==> src/rtl/led_env_pkg.sv <==
// Shared encodings for the LED envelope sequencer: state codes and level width.
package led_env_pkg;

  localparam int LEVEL_W = 8;

  typedef enum logic [2:0] {
    ENV_IDLE    = 3'd0,
    ENV_ATTACK  = 3'd1,
    ENV_DECAY   = 3'd2,
    ENV_SUSTAIN = 3'd3,
    ENV_RELEASE = 3'd4
  } env_state_e;

endpackage

==> src/rtl/led_envelope_ctrl_tick_gen.sv <==
// Envelope tick prescaler: counts 0..TICK_DIV-1, tick high on the last count.
module env_tick_gen #(
  parameter int TICK_DIV = 1000
) (
  input  logic clk_i,
  input  logic reset_i,
  input  logic clear_i,
  output logic tick_o
);

  localparam int CW = (TICK_DIV > 1) ? $clog2(TICK_DIV) : 1;
  localparam logic [CW-1:0] LAST = CW'(TICK_DIV - 1);

  logic [CW-1:0] cnt_q, cnt_d;

  always_comb begin
    cnt_d = cnt_q + CW'(1);
    if (clear_i || cnt_q == LAST) cnt_d = '0;
  end

  always_ff @(posedge clk_i) begin
    if (reset_i) cnt_q <= '0;
    else         cnt_q <= cnt_d;
  end

  assign tick_o = (cnt_q == LAST);

endmodule

==> src/rtl/led_envelope_ctrl.sv <==
// ADSR envelope sequencer feeding pwm_led.duty_cycle.
// Define LED_ENV_GAMMA_EN for a squared (perceptual) duty curve with one extra register stage.
module led_envelope_ctrl
  import led_env_pkg::*;
#(
  parameter int TICK_DIV   = 1000,
  parameter int PEAK_LEVEL = 255
) (
  input  logic               clk,
  input  logic               reset,
  input  logic               note_on,
  input  logic               note_off,
  input  logic [LEVEL_W-1:0] attack_step,
  input  logic [LEVEL_W-1:0] decay_step,
  input  logic [LEVEL_W-1:0] sustain_level,
  input  logic [LEVEL_W-1:0] release_step,
  output logic [LEVEL_W-1:0] duty_cycle,
  output logic               busy,
  output logic [2:0]         env_state
);

  localparam logic [LEVEL_W-1:0] PEAK = LEVEL_W'(PEAK_LEVEL);

  // A zero step means "jump straight to the target on the next tick".
  function automatic logic [LEVEL_W-1:0] add_sat_peak(input logic [LEVEL_W-1:0] lvl,
                                                      input logic [LEVEL_W-1:0] step);
    logic [LEVEL_W:0] sum;
    sum = {1'b0, lvl} + {1'b0, step};
    if (step == '0 || sum >= {1'b0, PEAK}) return PEAK;
    return sum[LEVEL_W-1:0];
  endfunction

  function automatic logic [LEVEL_W-1:0] sub_floor(input logic [LEVEL_W-1:0] lvl,
                                                   input logic [LEVEL_W-1:0] step,
                                                   input logic [LEVEL_W-1:0] floor_lvl);
    logic signed [LEVEL_W:0] diff;
    diff = $signed({1'b0, lvl}) - $signed({1'b0, step});
    if (step == '0 || diff <= $signed({1'b0, floor_lvl})) return floor_lvl;
    return diff[LEVEL_W-1:0];
  endfunction

  env_state_e         state_q, state_d;
  logic [LEVEL_W-1:0] level_q, level_d;
  logic [LEVEL_W-1:0] sus_lvl;
  logic               tick, presc_clr;

  env_tick_gen #(.TICK_DIV(TICK_DIV)) u_tick (
    .clk_i   (clk),
    .reset_i (reset),
    .clear_i (presc_clr),
    .tick_o  (tick)
  );

  assign sus_lvl = (sustain_level > PEAK) ? PEAK : sustain_level;

  // Events take priority over ticks; a cycle with an event never moves the level.
  always_comb begin
    state_d   = state_q;
    level_d   = level_q;
    presc_clr = 1'b0;
    if (note_on) begin
      state_d   = ENV_ATTACK;
      presc_clr = 1'b1;
    end else if (note_off && (state_q inside {ENV_ATTACK, ENV_DECAY, ENV_SUSTAIN})) begin
      state_d = ENV_RELEASE;
    end else if (tick) begin
      case (state_q)
        ENV_ATTACK: begin
          level_d = add_sat_peak(level_q, attack_step);
          if (level_d == PEAK) state_d = ENV_DECAY;
        end
        ENV_DECAY: begin
          level_d = sub_floor(level_q, decay_step, sus_lvl);
          if (level_d == sus_lvl) state_d = ENV_SUSTAIN;
        end
        ENV_SUSTAIN: level_d = sus_lvl;
        ENV_RELEASE: begin
          level_d = sub_floor(level_q, release_step, '0);
          if (level_d == '0) state_d = ENV_IDLE;
        end
        default: ;
      endcase
    end
  end

  always_ff @(posedge clk) begin
    if (reset) begin
      state_q <= ENV_IDLE;
      level_q <= '0;
    end else begin
      state_q <= state_d;
      level_q <= level_d;
    end
  end

`ifdef LED_ENV_GAMMA_EN
  function automatic logic [LEVEL_W-1:0] gamma_sq(input logic [LEVEL_W-1:0] lvl);
    logic [2*LEVEL_W-1:0] sq;
    sq = lvl * lvl;
    if (lvl == '1) return '1;
    return sq[2*LEVEL_W-1:LEVEL_W];
  endfunction

  logic [LEVEL_W-1:0] gamma_p0, duty_q;

  // Stage p0: squared level; stage p1: duty output register.
  always_ff @(posedge clk) begin
    if (reset) begin
      gamma_p0 <= '0;
      duty_q   <= '0;
    end else begin
      gamma_p0 <= gamma_sq(level_q);
      duty_q   <= gamma_p0;
    end
  end
`else
  logic [LEVEL_W-1:0] duty_q;

  always_ff @(posedge clk) begin
    if (reset) duty_q <= '0;
    else       duty_q <= level_q;
  end
`endif

  assign duty_cycle = duty_q;
  assign busy       = (state_q != ENV_IDLE);
  assign env_state  = state_q;

endmodule

==> config.mk <==
export PLATFORM = sky130hd
export DESIGN_NAME = led_envelope_ctrl
export DESIGN_NICKNAME = d
export VERILOG_FILES = /design/src/rtl/led_env_pkg.sv /design/src/rtl/led_envelope_ctrl_tick_gen.sv /design/src/rtl/led_envelope_ctrl.sv
export SDC_FILE = /design/constraint.sdc
export NUM_CORES = 1
export LEC_CHECK = 0
export ABC_AREA = 1
export ABC_CLOCK_PERIOD_IN_PS = 10050
export CORE_MARGIN = 10
export CORE_UTILIZATION = 60
export DETAILED_ROUTE_END_ITERATION = 8
export PLACE_DENSITY = 0.87
export SLEW_MARGIN = 10
export SYNTH_ARGS = -nofsm -noshare
export SYNTH_HDL_FRONTEND = slang
export SYNTH_SLANG_ARGS = --single-unit
==> constraint.sdc <==
create_clock -name clk -period 10.05 [get_ports clk]
set_input_delay 2.01 -clock clk [delete_from_list [all_inputs] [get_ports clk]]
set_output_delay 2.01 -clock clk [all_outputs]
set_load 0.01 [all_outputs]
==> run summary, run 1 <==
Maximum Capacitance Violations -> 0
Setup repair bufs after CTS -> 0
First-pass GRT wire length -> 14.9 mm
Number of gates resized after cts -> 0
Commonest cells after routing, fill and taps aside -> 112 x sky130_fd_sc_hd__nand2_1, 81 x sky130_fd_sc_hd__inv_1, 48 x sky130_fd_sc_hd__nor2_1
Vert. Die Dim -> 92.5 um
NumNets Final -> 617
Via count of the first global-routing pass -> 3271
Clk Latency, worst-skew pair -> 280 ps
Startpoint type of the worst setup path -> primary input
# fillers -> 438
1st-iter DRT viols -> 220
Synthesized netlist cell count -> 496
Syn nets -> 568
GP Congestion -> 0.939
Fraction of power consumed by combinational cells -> 25.8%
Initial antenna violation count -> 0
Leakage -> 1.83 nW
Number of max-slew violations in the final report -> 0
Worst hold path class -> register to register
Pin count of the biggest net entering global routing -> 18
Count of distinct cell types in the synthesized netlist -> 45
Share of the cycle needed by the critical path after routing -> 53.0%
Count of nets left with antenna violations after detail routing -> 0
Buffers from clock root to sink, at most -> 2
Element type at the critical path end -> register
Transition at the pin with the smallest max-transition slack -> 692 ps
Number of diodes -> 0
Number of buffers added by the clock tree synthesis step -> 5
Vias after detailed routing -> 3456
Routed via count divided by cell count -> 5.61
Mean Syn Cell Area -> 6.35 sq um
Clock-pin transition on the worst setup and hold timing paths -> 60 ps
Max Clock Skew -> 4.29 ps
Area of the placeable core -> 0.00511 sq mm
Pre-antenna DRT Iters -> 5
Root buffer selected by CTS -> sky130_fd_sc_hd__clkbuf_8
Remaining Overflow, GRT -> 0
Total standard cell area after synthesis -> 0.00315 sq mm
Clock group share of total power -> 32.1%
Unrepaired setup endpoints after global routing -> false
Horiz. Die Dim -> 92.5 um
Count of warnings emitted by yosys -> 0
Area Overhead vs Synth -> 18.9%
Number of register bits inferred by synthesis -> 29
Top achievable clock speed -> 188 MHz
DR DRC count -> 0
Die ar. -> 0.00855 sq mm
Port Buf Inserts -> 47
TritonCTS clock tree -> built
Maximum fanout along the worst path -> 17
End-of-flow core utilization -> 73.4%
Final setup fails -> 0
Run status -> finished, final reports clean
Sequential fraction of design power -> 42.1%
Ratio of cells with drive above 1 in the final layout -> 6.23%
Number of rows in the core area -> 26
CP Data Required Time -> 10220 ps
Worst vdd ir -> 0.101 mV
Post-cts hold buffer count -> 0
PwrDens -> 74.0 mW/mm^2
Starting density of the core -> 61.7%
Hold violation total from the final report -> 0
Worst endpoint data arrival time -> 5490 ps
Commonest non-fill, non-tap cell in the layout -> sky130_fd_sc_hd__nand2_1
CTS HTree Levels -> 2
Remaining max-slew budget at the tightest pin -> 53.5%
Total wire length after detailed routing -> 8.97 mm
Portion of the post-synthesis area used by sequential elements -> 18.4%
IO Count -> 48
Fraction of power spent switching nets -> 29.5%
Tmin final -> 5320 ps
Power Internal -> 0.000196 W
Total half-perimeter wirelength after legalization and detailed placement -> 7.37 mm
Setup TNS Final -> 0 ps
Net switching power -> 0.0000818 W
Total GRT Usage -> 20.8%
Crit Path Category -> primary input to register
Sinks on Clock Net -> 29
Average routed wire per standard cell -> 14.6 um
==> worst max-delay path, cell delays in order <==
cell                              delay, ps
sky130_fd_sc_hd__clkdlybuf4s50_1        430
sky130_fd_sc_hd__ha_1                   240
sky130_fd_sc_hd__fa_1                   400
sky130_fd_sc_hd__nand3b_1               180
sky130_fd_sc_hd__nand2_2                110
sky130_fd_sc_hd__nand2_1                 60
sky130_fd_sc_hd__nand2_1                110
sky130_fd_sc_hd__xor2_1                 290
sky130_fd_sc_hd__ha_1                   310
sky130_fd_sc_hd__nand2_1                 70
sky130_fd_sc_hd__inv_1                   50
sky130_fd_sc_hd__nand3_1                 60
sky130_fd_sc_hd__nor2_1                  50
sky130_fd_sc_hd__nor2_1                 120
sky130_fd_sc_hd__nand2_2                 80
sky130_fd_sc_hd__inv_4                  150
sky130_fd_sc_hd__nand2_4                140
sky130_fd_sc_hd__o21ai_0                190
sky130_fd_sc_hd__o22ai_1                110
sky130_fd_sc_hd__nor3_1                 240
sky130_fd_sc_hd__o21ai_1                 80
==> power groups by stage <==
| stage | logic, W | clock network [W] | registers (W) |
|---|---|---|---|
| after CTS | 0.0000711 | 0.0000898 | 0.000117 |
| after detailed placement | 0.0000703 | 0 | 0.000119 |
| after global placement | 0.0000686 | 0 | 0.000119 |
| after floorplan | 0.0000427 | 0 | 0.000119 |
| after global routing | 0.0000793 | 0.0000942 | 0.000117 |
| final | 0.0000717 | 0.0000890 | 0.000117 |
==> layer usage <==
layer	part of all wire [%]	track usage (%)	up-vias
li1	-	-	1734
met1	43	25.0	1575
met2	48	36.5	130
met3	7.0	3.95	17
met4	1.4	6.17	0
met5	0	0	-
==> cell type report <==
cell class	instances	area [sq um]	share of cell area, %
clock buffers	8	80.1	2.14
well taps	70	87.6	2.34
repair buffers	47	470	12.6
flip-flops and latches	29	581	15.5
inverters	94	355	9.48
multi-input cells	368	2170	58.0
==> path summary, 6_finish.rpt <==
| path | start | to | slack (ps) | cells after the start |
|---|---|---|---|---|
| setup / recovery | decay_step[0] | level_q[3]$_SDFFE_PP0P_ | 4730 | 21 |
| hold / removal | u_tick.cnt_q[0]$_SDFF_PP0_ | u_tick.cnt_q[0]$_SDFF_PP0_ | 450 | 1 |
| setup reg to reg | level_q[1]$_SDFFE_PP0P_ | level_q[3]$_SDFFE_PP0P_ | 6420 | 20 |
| hold reg to reg | u_tick.cnt_q[0]$_SDFF_PP0_ | u_tick.cnt_q[0]$_SDFF_PP0_ | 450 | 1 |
==> cell usage after synthesis (all sizes together) <==
master	n	area share (%)
nor4	5	1.2
o21a	2	0.48
dfxtp	29	18
nand3	36	5.7
a21oi	23	4.0
a21boi	1	0.24
o221ai	1	0.28
nand2	116	14
xor2	9	2.7
o21ai	17	2.9
a31oi	1	0.20
inv	93	11
o311ai	1	0.28
o2111ai	2	0.56
o21bai	2	0.48
ha	33	13
clkinv	1	0.12
or2	1	0.20
buf	5	1.3
o211ai	7	1.8
xnor2	5	1.4
nor3b	3	0.71
nor3	19	3.7
fa	3	1.9
nand3b	3	0.71
nand4	26	5.2
o22ai	1	0.20
or3	1	0.20
a211oi	1	0.24
nor2	49	6.1
==> flip-flops by register name (all words and copies together), names as in the netlist <==
name,count
u_tick.cnt_q,10
duty_cycle,8
level_q,8
env_state,3
==> logic make-up (layout without fill, tap and decap cells) <==
| family | count (synthesis) | count (layout) | share of synthesized area, % |
|---|---|---|---|
| AND/OR/NAND/NOR | 259 | 259 | 38.1 |
| buffers and inverters | 99 | 149 | 12.6 |
| AO/OA/AOI/OAI | 59 | 59 | 11.7 |
| adder cells (fa/ha/maj) | 36 | 36 | 15.0 |
| flip-flops | 29 | 29 | 18.4 |
| XOR/XNOR | 14 | 14 | 4.13 |
==> metrics by stage <==
stage | cells | area (sq um) | setup WS (ps) | total power [W] | hold WS, ps
after floorplan | 496 | 3150 | 5210 | 0.000162 | 418
after global placement | 608 | 3670 | 4570 | 0.000188 | 429
after detailed placement | 608 | 3670 | 4510 | 0.000189 | 441
after CTS | 616 | 3750 | 4770 | 0.000278 | 452
after global routing | 616 | 3750 | 4400 | 0.000290 | 497
final | 616 | 3750 | 4730 | 0.000277 | 450
No activity file was read; power rests on OpenSTA's default activity.
==> inputs of run 2 (changes only) <==
--- a/config.mk
+++ b/config.mk
@@ -6,11 +6,11 @@
 export NUM_CORES = 1
 export LEC_CHECK = 0
 export ABC_AREA = 1
-export ABC_CLOCK_PERIOD_IN_PS = 10050
+export ABC_CLOCK_PERIOD_IN_PS = 5580
 export CORE_MARGIN = 10
-export CORE_UTILIZATION = 60
+export CORE_UTILIZATION = 55
 export DETAILED_ROUTE_END_ITERATION = 8
-export PLACE_DENSITY = 0.87
+export PLACE_DENSITY = 0.81
 export SLEW_MARGIN = 10
 export SYNTH_ARGS = -nofsm -noshare
 export SYNTH_HDL_FRONTEND = slang
==> constraint.sdc (replaced) <==
create_clock -name clk -period 5.58 [get_ports clk]
set_input_delay 1.116 -clock clk [delete_from_list [all_inputs] [get_ports clk]]
set_output_delay 1.116 -clock clk [all_outputs]
set_load 0.01 [all_outputs]
==> run summary, run 2 (synthesized netlist as in run 1, its figures left out) <==
Run status -> finished, final reports clean
Port Buf Inserts -> 47
Number of max-slew violations in the final report -> 0
Average routed wire per standard cell -> 14.0 um
Worst hold path class -> register to register
Setup TNS Final -> 0 ps
Met2 demand-to-capacity share in global routing -> 34.6%
Total half-perimeter wirelength after legalization and detailed placement -> 7.14 mm
GP Congestion -> 0.951
Maximum fanout along the worst path -> 17
Area of the placeable core -> 0.00554 sq mm
Reg2Reg Setup Slack -> 2010 ps
Via count of the first global-routing pass -> 3225
Global-route met1 utilization -> 22.3%
Leakage -> 1.83 nW
Total wire length after detailed routing -> 8.65 mm
Reg-to-reg critical path endpoint -> level_q[4]$_SDFFE_PP0P_
Number of gates resized after cts -> 0
Horiz. Die Dim -> 95.7 um
CP Data Required Time -> 5740 ps
Remaining Overflow, GRT -> 0
Worst hold path depth -> 1
Die ar. -> 0.00916 sq mm
Pin count of the biggest net entering global routing -> 18
Share of the cycle needed by the critical path after routing -> 78.8%
Maximum Capacitance Violations -> 0
Family with the most delay on the worst path -> simple AND/OR/NAND/NOR gates
Power Internal -> 0.000361 W
Clk Latency, worst-skew pair -> 280 ps
Top achievable clock speed -> 227 MHz
Buffers plus inverters on the worst setup path -> 3
GR Util met3 -> 4.59%
Count of nets left with antenna violations after detail routing -> 0
NumNets Final -> 617
Worst Hold Endpoint -> u_tick.cnt_q[0]$_SDFF_PP0_
Number of diodes -> 0
Sinks on Clock Net -> 29
Element type at the critical path end -> register
DR DRC count -> 0
Worst R2R Path Depth -> 20
Tmin final -> 4400 ps
Worst endpoint data arrival time -> 4560 ps
Worst vdd ir -> 0.176 mV
Fraction of power spent switching nets -> 29.3%
1st-iter DRT viols -> 175
Commonest non-fill, non-tap cell in the layout -> sky130_fd_sc_hd__nand2_1
PwrDens -> 136 mW/mm^2
Number of placed instances with taps included -> 610
Sequential fraction of design power -> 41.2%
Starting density of the core -> 56.9%
Pre-CTS WS -> 939 ps
Total GRT Usage -> 19.5%
PnR worst setup slack -> 1180 ps
Largest register FFs -> 10
Clock group share of total power -> 33.8%
Pre-antenna DRT Iters -> 4
Fraction of power consumed by combinational cells -> 25.0%
Max Clock Skew -> 6.69 ps
Hold violation total from the final report -> 0
Most numerous cell on the critical path -> sky130_fd_sc_hd__nand2_1
First-pass GRT wire length -> 14.5 mm
TritonCTS clock tree -> built
Clock-pin transition on the worst setup and hold timing paths -> 60 ps
Remaining max-slew budget at the tightest pin -> 56.2%
Final setup fails -> 0
Number of buffers added by the clock tree synthesis step -> 5
Max stage delay cell, worst path -> sky130_fd_sc_hd__clkdlybuf4s50_1
Layer carrying the most global-route usage -> met2
Unrepaired setup endpoints after global routing -> false
Post-layout instance count excluding filler cells -> 617
Crit Path Category -> primary input to register
Commonest cells after routing, fill and taps aside -> 112 x sky130_fd_sc_hd__nand2_1, 81 x sky130_fd_sc_hd__inv_1, 48 x sky130_fd_sc_hd__nor2_1
Number of rows in the core area -> 27
Cell Chain, Critical Path -> clkdlybuf4s50_1, ha_1, fa_1, nand3b_1, nand2_2, nand2_1, nand2_1, xor2_1, ha_1, nand2_1, inv_1, nand3_1, nor2_1, nor2_1, nand2_2, inv_4, nand2_4, o211ai_2, o211ai_1, o211ai_1, nand2_1
Transition at the pin with the smallest max-transition slack -> 651 ps
Net switching power -> 0.000149 W
Post-cts hold buffer count -> 0
Origin of the critical flop-to-flop path -> level_q[1]$_SDFFE_PP0P_
Slowest stage delay, CP -> 430 ps
Initial antenna violation count -> 0
Hold Startpoint -> u_tick.cnt_q[0]$_SDFF_PP0_
Root buffer selected by CTS -> sky130_fd_sc_hd__clkbuf_8
# fillers -> 523
CTS HTree Levels -> 2
Register ranked first by flip-flop count -> u_tick.cnt_q
Routed via count divided by cell count -> 5.41
Setup repair bufs after CTS -> 0
Ratio of cells with drive above 1 in the final layout -> 6.42%
Vias after detailed routing -> 3335
Vert. Die Dim -> 95.7 um
Startpoint type of the worst setup path -> primary input
Buffers from clock root to sink, at most -> 2
Area Overhead vs Synth -> 19.2%
IO Count -> 48
Number of logic stages on the critical path including buffering -> 21
[run 2: worst max path at each step]
stage	start	end
floorplan	decay_step[0]	level_q[4]$_SDFFE_PP0P_
global placement	decay_step[0]	level_q[4]$_SDFFE_PP0P_
detailed placement	decay_step[0]	level_q[4]$_SDFFE_PP0P_
CTS	decay_step[0]	level_q[4]$_SDFFE_PP0P_
global route	decay_step[0]	level_q[4]$_SDFFE_PP0P_
finish	decay_step[0]	level_q[4]$_SDFFE_PP0P_
[run 2: per-layer routing]
layer | wire length [um] | part of all wire (%)
met5 | 0 | 0
met4 | 209 | 2.4
met3 | 521 | 6.0
met2 | 4140 | 48
met1 | 3780 | 44
[run 2: layout make-up]
class                      count  area (sq um)  share of cell area [%]
multi-input combinational    368          2170                    57.9
sequential                    29           581                    15.5
timing repair buffer          47           470                    12.5
inverter                      94           355                    9.46
tap                           72          90.1                    2.40
clock buffer                   7          86.3                    2.30
[run 2: metrics by stage]
stage / util [%] / total power, W / area (sq um) / hold WS, ps
after floorplan: - / 0.000292 / 3150 / 418
after CTS: 67.8 / 0.000513 / 3760 / 469
after detailed placement: 66.2 / 0.000341 / 3670 / 441
final: 67.8 / 0.000510 / 3760 / 461
after global routing: 67.8 / 0.000539 / 3760 / 494
after global placement: 66.2 / 0.000339 / 3670 / 435
[run 2: power groups by stage]
stage / Sequential [W] / Clock [W] / Combinational, W
after detailed placement: 0.000215 / 0 / 0.000126
final: 0.000210 / 0.000173 / 0.000128
after global routing: 0.000210 / 0.000186 / 0.000142
after global placement: 0.000215 / 0 / 0.000124
after CTS: 0.000210 / 0.000176 / 0.000127
after floorplan: 0.000215 / 0 / 0.0000770
==> inputs of run 3 (changes only) <==
--- a/config.mk
+++ b/config.mk
@@ -6,11 +6,11 @@
 export NUM_CORES = 1
 export LEC_CHECK = 0
 export ABC_AREA = 1
-export ABC_CLOCK_PERIOD_IN_PS = 5580
+export ABC_CLOCK_PERIOD_IN_PS = 3500
 export CORE_MARGIN = 10
-export CORE_UTILIZATION = 55
+export CORE_UTILIZATION = 50
 export DETAILED_ROUTE_END_ITERATION = 8
-export PLACE_DENSITY = 0.81
+export PLACE_DENSITY = 0.78
 export SLEW_MARGIN = 10
 export SYNTH_ARGS = -nofsm -noshare
 export SYNTH_HDL_FRONTEND = slang
==> constraint.sdc (replaced) <==
create_clock -name clk -period 3.5 [get_ports clk]
set_input_delay 0.7 -clock clk [delete_from_list [all_inputs] [get_ports clk]]
set_output_delay 0.7 -clock clk [all_outputs]
set_load 0.01 [all_outputs]
==> run summary, run 3 (synthesized netlist as in run 1, its figures left out) <==
Register ranked first by flip-flop count -> u_tick.cnt_q
Max Clock Skew -> 5.37 ps
Average routed wire per standard cell -> 14.7 um
Worst R2R Path Depth -> 23
Final setup fails -> 0
Commonest non-fill, non-tap cell in the layout -> sky130_fd_sc_hd__nand2_1
Total half-perimeter wirelength after legalization and detailed placement -> 7.48 mm
Area Overhead vs Synth -> 34.4%
Transition at the pin with the smallest max-transition slack -> 632 ps
Worst vdd ir -> 0.314 mV
TritonCTS clock tree -> built
Vert. Die Dim -> 99.4 um
Max stage delay cell, worst path -> sky130_fd_sc_hd__fa_2
Area of the placeable core -> 0.00603 sq mm
Clock-pin transition on the worst setup and hold timing paths -> 60 ps
Cell area reported after detailed placement -> 0.00386 sq mm
PwrDens -> 225 mW/mm^2
Worst hold path class -> register to register
Initial antenna violation count -> 0
Commonest cells after routing, fill and taps aside -> 104 x sky130_fd_sc_hd__nand2_1, 73 x sky130_fd_sc_hd__inv_1, 45 x sky130_fd_sc_hd__nor2_1
Leakage -> 2.04 nW
Horiz. Die Dim -> 99.4 um
Die ar. -> 0.00988 sq mm
First-pass GRT wire length -> 15.1 mm
Starting density of the core -> 52.3%
Total wire length after detailed routing -> 9.64 mm
Via count of the first global-routing pass -> 3332
NumNets Final -> 650
Slowest stage delay, CP -> 390 ps
DR DRC count -> 0
Worst endpoint data arrival time -> 3620 ps
1st-iter DRT viols -> 258
Cell Chain, Critical Path -> buf_6, ha_4, fa_2, nand3b_1, nand2_2, xor2_2, ha_1, nand2_2, nor2_2, buf_4, inv_2, nor2_2, nor2_2, nand2_4, inv_2, nand4_1, nand2_1, nor2_1, nand2_1, o21ai_2, a21oi_2, nor2_1, nor2_1
Top achievable clock speed -> 288 MHz
Number of logic stages on the critical path including buffering -> 23
Buffers plus inverters on the worst setup path -> 4
Family with the most delay on the worst path -> simple AND/OR/NAND/NOR gates
Maximum fanout along the worst path -> 4
Sinks on Clock Net -> 29
Vias after detailed routing -> 3532
Unrepaired setup endpoints after global routing -> true
CTS HTree Levels -> 2
Routed via count divided by cell count -> 5.40
Number of buffers added by the clock tree synthesis step -> 5
Maximum Capacitance Violations -> 0
Pre-antenna DRT Iters -> 6
Remaining Overflow, GRT -> 0
Share of the cycle needed by the critical path after routing -> 99.1%
Design Area, Final -> 0.00424 sq mm
Port Buf Inserts -> 47
Largest register FFs -> 10
Ratio of cells with drive above 1 in the final layout -> 19.0%
Run status -> finished, final reports clean
Remaining max-slew budget at the tightest pin -> 57.5%
Count of nets left with antenna violations after detail routing -> 0
Number of diodes -> 0
Hold violation total from the final report -> 0
GP Congestion -> 0.997
CP Data Required Time -> 3650 ps
Tmin final -> 3470 ps
Clk Latency, worst-skew pair -> 280 ps
Buffers from clock root to sink, at most -> 2
Pin count of the biggest net entering global routing -> 18
Worst hold path depth -> 1
Pre-CTS WS -> -536 ps
Crit Path Category -> primary input to register
Root buffer selected by CTS -> sky130_fd_sc_hd__clkbuf_8
Startpoint type of the worst setup path -> primary input
Number of max-slew violations in the final report -> 0
Total GRT Usage -> 18.0%
Number of rows in the core area -> 28
PnR worst setup slack -> 30.8 ps
# fillers -> 498
IO Count -> 48
Element type at the critical path end -> register
[run 3: cell count changes in the layout (fill, tap and decap cells not counted), sizes merged]
| cell | change |
|---|---|
| dlygate4sd2 | +1 |
| clkinvlp | +1 |
| clkinv | -1 |
| nand2 | +1 |
| buf | +31 |
| dlymetal6s2s | +2 |
| clkdlybuf4s50 | -5 |
| bufinv | +1 |
| inv | +3 |
[run 3: routing by layer]
metal / part of all wire [%] / GRT usage, %
met1: 42 / 20.9
met2: 50 / 32.2
met3: 5.6 / 3.11
met4: 2.2 / 6.17
met5: 0 / 0
[run 3: path summary, 6_finish.rpt]
kind	start	to	slack (ps)
setup / recovery	decay_step[0]	env_state[0]$_SDFFE_PP0P_	30
hold / removal	u_tick.cnt_q[0]$_SDFF_PP0_	u_tick.cnt_q[0]$_SDFF_PP0_	450
setup reg to reg	level_q[0]$_SDFFE_PP0P_	env_state[0]$_SDFFE_PP0P_	90
hold reg to reg	u_tick.cnt_q[0]$_SDFF_PP0_	u_tick.cnt_q[0]$_SDFF_PP0_	450
[run 3: area by class of cell]
cell class / instances / area [sq um] / share of cell area, %
repair buffers: 77 / 699 / 16.5
repair inverters: 2 / 12.5 / 0.295
clock inverters: 2 / 37.5 / 0.886
multi-input cells: 369 / 2370 / 56.0
clock buffers: 6 / 82.6 / 1.95
flip-flops and latches: 29 / 582 / 13.7
well taps: 75 / 93.8 / 2.22
inverters: 94 / 358 / 8.45
[run 3: repair_timing]
item                                    4_1_cts  5_1_grt
endpoints found under the setup margin       10       10
hold buffers                                  0        0
gates cloned                                  2        1
endpoints found under the hold margin         0        0
buffers inserted                              2        3
gates resized for setup                      17       40
pin swaps                                    26       36
[run 3: report_power, final]
part | switching [W] | internal [W]
Combinational | 0.000136 | 0.000120
Clock | 0.000131 | 0.000231
Sequential | 0.00000265 | 0.000332
Total | 0.000270 | 0.000684
[run 3: through the flow]
stage	hold slack [ps]	instances	TNS [ps]	utilization (%)	power [W]
floorplan	418	496	0	-	0.000465
global placement	437	638	-3950	64.1	0.000561
detailed placement	447	638	-4620	64.1	0.000565
CTS	459	650	0	67.7	0.000933
global route	481	654	-449	70.3	0.000997
finish	453	654	0	70.3	0.000954
